### config.mk
export PLATFORM = sky130hd
export DESIGN_NAME = clock_period_meter_flat
export DESIGN_NICKNAME = d
export VERILOG_FILES = /design/src/rtl/clock_meas_defs.sv /design/src/rtl/clock_period_meter_if.sv /design/src/rtl/edge_sync.sv /design/src/rtl/clock_period_meter.sv /design/src/flat_wrapper.sv
export SDC_FILE = /design/constraint.sdc
export NUM_CORES = 1
export LEC_CHECK = 0
export ABC_AREA = 1
export BUFFER_PORTS_ARGS = -buffer_cell sky130_fd_sc_hd__buf_2
export CORE_AREA = 5 5 82 84
export CTS_BUF_LIST = sky130_fd_sc_hd__clkbuf_4
export CTS_CLUSTER_SIZE = 28
export DETAILED_ROUTE_END_ITERATION = 12
export DIE_AREA = 0 0 87 89
export MAX_ROUTING_LAYER = met4
export PLACE_DENSITY_LB_ADDON = 0.3
export RECOVER_POWER = 50
export SYNTH_ARGS = -nofsm -noshare
export SYNTH_HDL_FRONTEND = slang
export SYNTH_SLANG_ARGS = --single-unit
### constraint.sdc
create_clock -name clk -period 1.8 [get_ports clk]
set_clock_uncertainty 0.15 [all_clocks]
set_input_delay 0.09 -clock clk [delete_from_list [all_inputs] [get_ports clk]]
set_output_delay 0.09 -clock clk [all_outputs]
set_load 0.1 [all_outputs]
### src/rtl/clock_meas_defs.sv
// rtl/clock_meas_defs.sv - shared state encodings and default width for the clock measurement blocks
package clock_meas_defs;

  localparam int DEFAULT_WIDTH = 16;

  typedef enum logic {
    IDLE    = 1'b0,
    MEASURE = 1'b1
  } state_t;

endpackage

### src/rtl/clock_period_meter_if.sv
// rtl/clock_period_meter_if.sv - measured signal and measurement results of the clock period meter
interface clock_period_meter_if #(
  parameter int WIDTH = clock_meas_defs::DEFAULT_WIDTH
);

  logic             sig_in;
  logic [WIDTH-1:0] period;
  logic [WIDTH-1:0] high_time;
  logic             valid;
  logic             lost;

  modport master (output sig_in, input period, input high_time, input valid, input lost);
  modport slave  (input sig_in, output period, output high_time, output valid, output lost);

endinterface

### src/rtl/edge_sync.sv
// rtl/edge_sync.sv - 3-flop synchronizer for an asynchronous level with rise/fall strobes
module edge_sync (
  input  logic clk,
  input  logic rst,
  input  logic i_sig,
  output logic o_rise,
  output logic o_fall
);

  logic r_s1;
  logic r_s2;
  logic r_s3;

  always_ff @(posedge clk or negedge rst) begin
    if (!rst) begin
      r_s1 <= 1'b0;
      r_s2 <= 1'b0;
      r_s3 <= 1'b0;
    end else begin
      r_s1 <= i_sig;
      r_s2 <= r_s1;
      r_s3 <= r_s2;
    end
  end

  // r_s1 may be metastable, so edges are judged one stage later
  assign o_rise = r_s2 & ~r_s3;
  assign o_fall = ~r_s2 & r_s3;

endmodule

### src/rtl/clock_period_meter.sv
// rtl/clock_period_meter.sv - counts clk cycles per period and high time of a slow asynchronous signal
module clock_period_meter import clock_meas_defs::*; #(
  parameter int WIDTH = DEFAULT_WIDTH
) (
  input logic                 clk,
  input logic                 rst,
  clock_period_meter_if.slave bus
);

  localparam logic [WIDTH-1:0] MAX     = '1;
  localparam logic [WIDTH-1:0] CNT_ONE = WIDTH'(1);

  state_t           r_state;
  state_t           w_state_nxt;
  logic [WIDTH-1:0] r_cnt;
  logic [WIDTH-1:0] w_cnt_nxt;
  logic [WIDTH-1:0] w_cnt_inc;
  logic [WIDTH-1:0] r_hi;
  logic [WIDTH-1:0] w_hi_nxt;
  logic [WIDTH-1:0] r_period;
  logic [WIDTH-1:0] w_period_nxt;
  logic [WIDTH-1:0] r_high_time;
  logic [WIDTH-1:0] w_high_time_nxt;
  logic             r_valid;
  logic             w_valid_nxt;
  logic             r_lost;
  logic             w_lost_nxt;
  logic             w_rise;
  logic             w_fall;

  edge_sync u_sync (
    .clk    (clk),
    .rst    (rst),
    .i_sig  (bus.sig_in),
    .o_rise (w_rise),
    .o_fall (w_fall)
  );

  // a fall landing exactly on MAX must not wrap; saturation then fires next cycle
  assign w_cnt_inc = (r_cnt == MAX) ? r_cnt : r_cnt + 1'b1;

  always_ff @(posedge clk or negedge rst) begin
    if (!rst) begin
      r_state     <= IDLE;
      r_cnt       <= '0;
      r_hi        <= '0;
      r_period    <= '0;
      r_high_time <= '0;
      r_valid     <= 1'b0;
      r_lost      <= 1'b0;
    end else begin
      r_state     <= w_state_nxt;
      r_cnt       <= w_cnt_nxt;
      r_hi        <= w_hi_nxt;
      r_period    <= w_period_nxt;
      r_high_time <= w_high_time_nxt;
      r_valid     <= w_valid_nxt;
      r_lost      <= w_lost_nxt;
    end
  end

  always_comb begin
    w_state_nxt     = r_state;
    w_cnt_nxt       = r_cnt;
    w_hi_nxt        = r_hi;
    w_period_nxt    = r_period;
    w_high_time_nxt = r_high_time;
    w_valid_nxt     = 1'b0;
    w_lost_nxt      = r_lost;
    case (r_state)
      IDLE: begin
        if (w_rise) begin
          w_state_nxt = MEASURE;
          w_cnt_nxt   = CNT_ONE;
          w_lost_nxt  = 1'b0;
        end
      end
      MEASURE: begin
        if (w_rise) begin
          w_period_nxt    = r_cnt;
          w_high_time_nxt = r_hi;
          w_valid_nxt     = 1'b1;
          w_cnt_nxt       = CNT_ONE;
          w_lost_nxt      = 1'b0;
        end else if (w_fall) begin
          w_hi_nxt  = r_cnt;
          w_cnt_nxt = w_cnt_inc;
        end else if (r_cnt == MAX) begin
          w_lost_nxt  = 1'b1;
          w_state_nxt = IDLE;
        end else begin
          w_cnt_nxt = w_cnt_inc;
        end
      end
      default: w_state_nxt = IDLE;
    endcase
  end

  assign bus.period    = r_period;
  assign bus.high_time = r_high_time;
  assign bus.valid     = r_valid;
  assign bus.lost      = r_lost;

endmodule

### src/flat_wrapper.sv
// flat-port wrapper written by rule: the top's interface ports become plain ports
module clock_period_meter_flat import clock_meas_defs::*;
#(
  parameter int WIDTH = DEFAULT_WIDTH
)
  (clk, rst, bus_sig_in, bus_period, bus_high_time, bus_valid, bus_lost);
  clock_period_meter_if #(.WIDTH(WIDTH)) bus_i ();
  input logic clk;
  input logic rst;
  input wire logic [$bits(bus_i.sig_in)-1:0] bus_sig_in;
  output wire logic [$bits(bus_i.period)-1:0] bus_period;
  output wire logic [$bits(bus_i.high_time)-1:0] bus_high_time;
  output wire logic [$bits(bus_i.valid)-1:0] bus_valid;
  output wire logic [$bits(bus_i.lost)-1:0] bus_lost;
  assign bus_i.sig_in = bus_sig_in;
  assign bus_period = bus_i.period;
  assign bus_high_time = bus_i.high_time;
  assign bus_valid = bus_i.valid;
  assign bus_lost = bus_i.lost;
  clock_period_meter #(.WIDTH(WIDTH)) u_core (.clk(clk), .rst(rst), .bus(bus_i));
endmodule
==> summary.md <==
| Metric | Value |
|---|---|
| Status | `completed` |
| Final antenna-violating net count | `0` |
| CTS Root Cell | `clkbuf_4` |
| Starting DRT DRC Count | `165` |
| Total Nets Final | `415` |
| Post-Syn Area | `3120 sq um` |
| Worst-skew pair later-pin latency | `roughly 0.40 ns` |
| Pwr dens | `1030 nW/um^2` |
| WL met3 | `approximately 440 um` |
| Drt pass-1 iters | `4` |
| Clock share of power | `22.0%` |
| Height of the die | `between 80 and 90 um` |
| Psw | `around 1.5 mW` |
| Post-route DRC violation count | `0` |
| Post-synthesis cell type count | `24` |
| Final-report setup violation count | `0` |
| Hold crit path type | `in -> reg` |
| Setup slack, reg-to-reg | `0.09 ns` |
| Detailed-route via count | `2,553` |
| Largest net degree at the start of global routing | `71` |
| IO buf count | `36` |
| CP Class | `reg -> reg` |
| Global placer's final weighted congestion | `0.954` |
| Critical Path Start Type | `register` |
| Vias per inst | `5.24` |
| Hold Violations, Final | `0` |
| Die area | `7740 sq um` |
| Worst-path fanout max | `5` |
| Syn Inst Count | `354` |
| CTS max path bufs | `2` |
| Share of synthesized registers carrying an async set or reset | `100%` |
| Wire per inst | `13.9 um` |
| Post-route setup TNS | `0 ns` |
| Syn Nets | `~360` |
| Post-layout util | `62.6%` |
| Die extent in x | `87 um` |
| Layout cells sized above 1 | `25.0%` |
| Worst Path Required | `~2.0 ns` |
| P_leak | `1.87 nW` |
| Met2 routed WL | `between 3000 and 4000 um` |
| Setup crit end kind | `register` |
| Max Cap Viol | `0` |
| Dpl ws | `-0.0728 ns` |
| Ports | `37` |
| CTS tree | `yes` |
| Worst Tran Pin Value | `roughly 0.90 ns` |
| Core area | `5850 sq um` |
| Sequential-to-total area share from yosys stat | `56.2%` |
| Number of synthesized flops with an enable pin | `0` |
| HPWL after DPL | `about 4600 um` |
| Area delta synth->final | `17.4%` |
| Internal Pwr Total | `2.27 mW` |
| Commonest non-fill, non-tap cell in the layout | `nand2_1` |
| #FFs+latches synth | `70` |
| First-pass GRT wire length | `11,500 um` |
| Final worst path period need | `about 1.7 ns` |
| Num CTS Buffers | `9` |
| Sw Ratio | `39.8%` |
| Initial Util | `53.3%` |
| Antenna violations before repair | `0` |
| Maximum VDD drop | `0.865 mV` |
| Clock Pin Slew Worst Setup and Hold Paths | `~0.1 ns` |
| Main synth FF type | `dfrtp_1` |
| Post-Route WL | `about 6800 um` |
| Total power | `around 3.8 mW` |
| Grt total ovfl | `0` |
| F_max | `584 MHz` |
| Slew margin rel. | `39.9%` |
| Synth warnings | `0` |
| Hold slack | `0.172 ns` |
| Total Routing Usage GR | `19.6%` |
| Rows | `28` |
| Reg power frac | `between 40% and 50%` |
| CTS H-Tree Depth | `3` |
| Period utilization | `95.2%` |
| Final WS setup | `0.0863 ns` |
| Met1 WL | `approximately 3100 um` |
| CP arrival | `1.86 ns` |
| Combinational power share | `just under 30%` |
| Commonest cells after routing, fill and taps aside | `nand2_1, dfrtp_1, o21ai_0` |
| Max Used Layer | `met4` |
| Vias in the first global route | `between 2,000 and 2,500` |
| Clock sinks | `70` |
| Synth Area per Inst | `8.81 sq um` |
| N_diodes | `0` |
| Max-slew violations | `0` |
metal layers:
layer  GRT usage, %  vias to the layer above
li1               -                     1255
met1           26.9                     1190
met2           28.6                       92
met3           4.98                       16
met4           6.23                        0
met5              -                        -
synth_stat cells, types with 2 or more instances:
| library cell | count | area [sq um] |
|---|---|---|
| nand2_1 | 121 | 454 |
| dfrtp_1 | 70 | 1750 |
| o21ai_0 | 35 | 175 |
| inv_1 | 23 | 86.3 |
| nor2_1 | 22 | 82.6 |
| nand3_1 | 15 | 75.1 |
| nand4_1 | 14 | 87.6 |
| o21ai_2 | 13 | 114 |
| clkbuf_1 | 7 | 26.3 |
| a21oi_1 | 4 | 20.0 |
| ha_1 | 4 | 50.1 |
| nand2_2 | 4 | 25.0 |
| buf_2 | 3 | 15.0 |
| nand3_2 | 3 | 30.0 |
| nor2_4 | 3 | 33.8 |
| buf_1 | 2 | 7.51 |
| buf_6 | 2 | 22.5 |
| clkinv_1 | 2 | 7.51 |
| nand2_4 | 2 | 22.5 |
registers in the layout, indices dropped and copies added (netlist names):
name and cells:
u_core.bus.valid 1, u_core.bus.high_time 16, u_core.r_state 1, u_core.bus.lost 1
u_core.u_sync.r_s2 1, u_core.r_cnt 16, u_core.r_hi 16, u_core.u_sync.r_s3 1
u_core.u_sync.r_s1 1, u_core.bus.period 16
what timing repair did:
action | in CTS | in global routing
buffers inserted | 0 | 4
gates resized for setup | 1 | 9
cloned | 1 | 1
endpoints found under the setup margin | 9 | 16
pin swaps | 0 | 2
hold buffers | 2 | 0
hold endpoints to repair | 71 | 0
power by group through the flow:
stage               combinational [mW]  sequential [mW]  clock [mW]
finish                            1.12             1.83       0.831
global route                      1.18             1.85       0.941
CTS                               1.09             1.82       0.859
detailed placement                1.08             1.85           0
global placement                  1.07             1.84           0
floorplan                        0.290             2.38           0
area by class of cell:
type                            instances  area [sq um]
Sequential cell                        70          1750
Fill cell                             500          2190
Multi-Input combinational cell        246          1270
Clock inverter                          4          25.0
Clock buffer                           11          82.6
Timing Repair Buffer                   55           340
Tap cell                               75          93.8
Inverter                               26           101
critical path, cell delays in order, from the launching register on:
cell and delay, ns:
dfrtp_1 0.38, ha_2 0.21, nand2_2 0.08, nor2_4 0.16, nand2_4 0.08, nor2_4 0.12, inv_2 0.07, nand2_8 0.11
nand2_4 0.10, nand2_2 0.09, o21ai_2 0.04
metrics by stage:
step	instances	area, sq um
3_5_place_dp	464	3440
5_1_grt	487	3660
4_1_cts	482	3590
6_report	487	3660
2_1_floorplan	354	3120
3_3_place_gp	464	3440
kinds of logic (layout without fill, tap and decap cells):
kind of cell             count (synthesis)  in the layout  share of synthesized area, %
adder cells (fa/ha/maj)                  4              4                          1.61
buffers and inverters                   40             96                          5.42
flip-flops                              70             70                          56.2
AND/OR/NAND/NOR                        187            189                          26.6
AO/OA/AOI/OAI                           52             52                          9.91
XOR/XNOR                                 1              1                         0.281
worst paths after layout:
kind                               startpoint  depth (start not counted)                 endpoint
setup / recovery              u_core.r_cnt[1]                         10          u_core.r_cnt[7]
hold / removal                     bus_sig_in                          2       u_core.u_sync.r_s1
hold reg to reg            u_core.u_sync.r_s1                          0       u_core.u_sync.r_s2
max in group asynchronous                 rst                          3         u_core.r_cnt[10]
setup reg to reg              u_core.r_cnt[1]                         10          u_core.r_cnt[7]
min in group asynchronous                 rst                          3  u_core.bus.high_time[1]
Power figures use the tool's default switching activity.
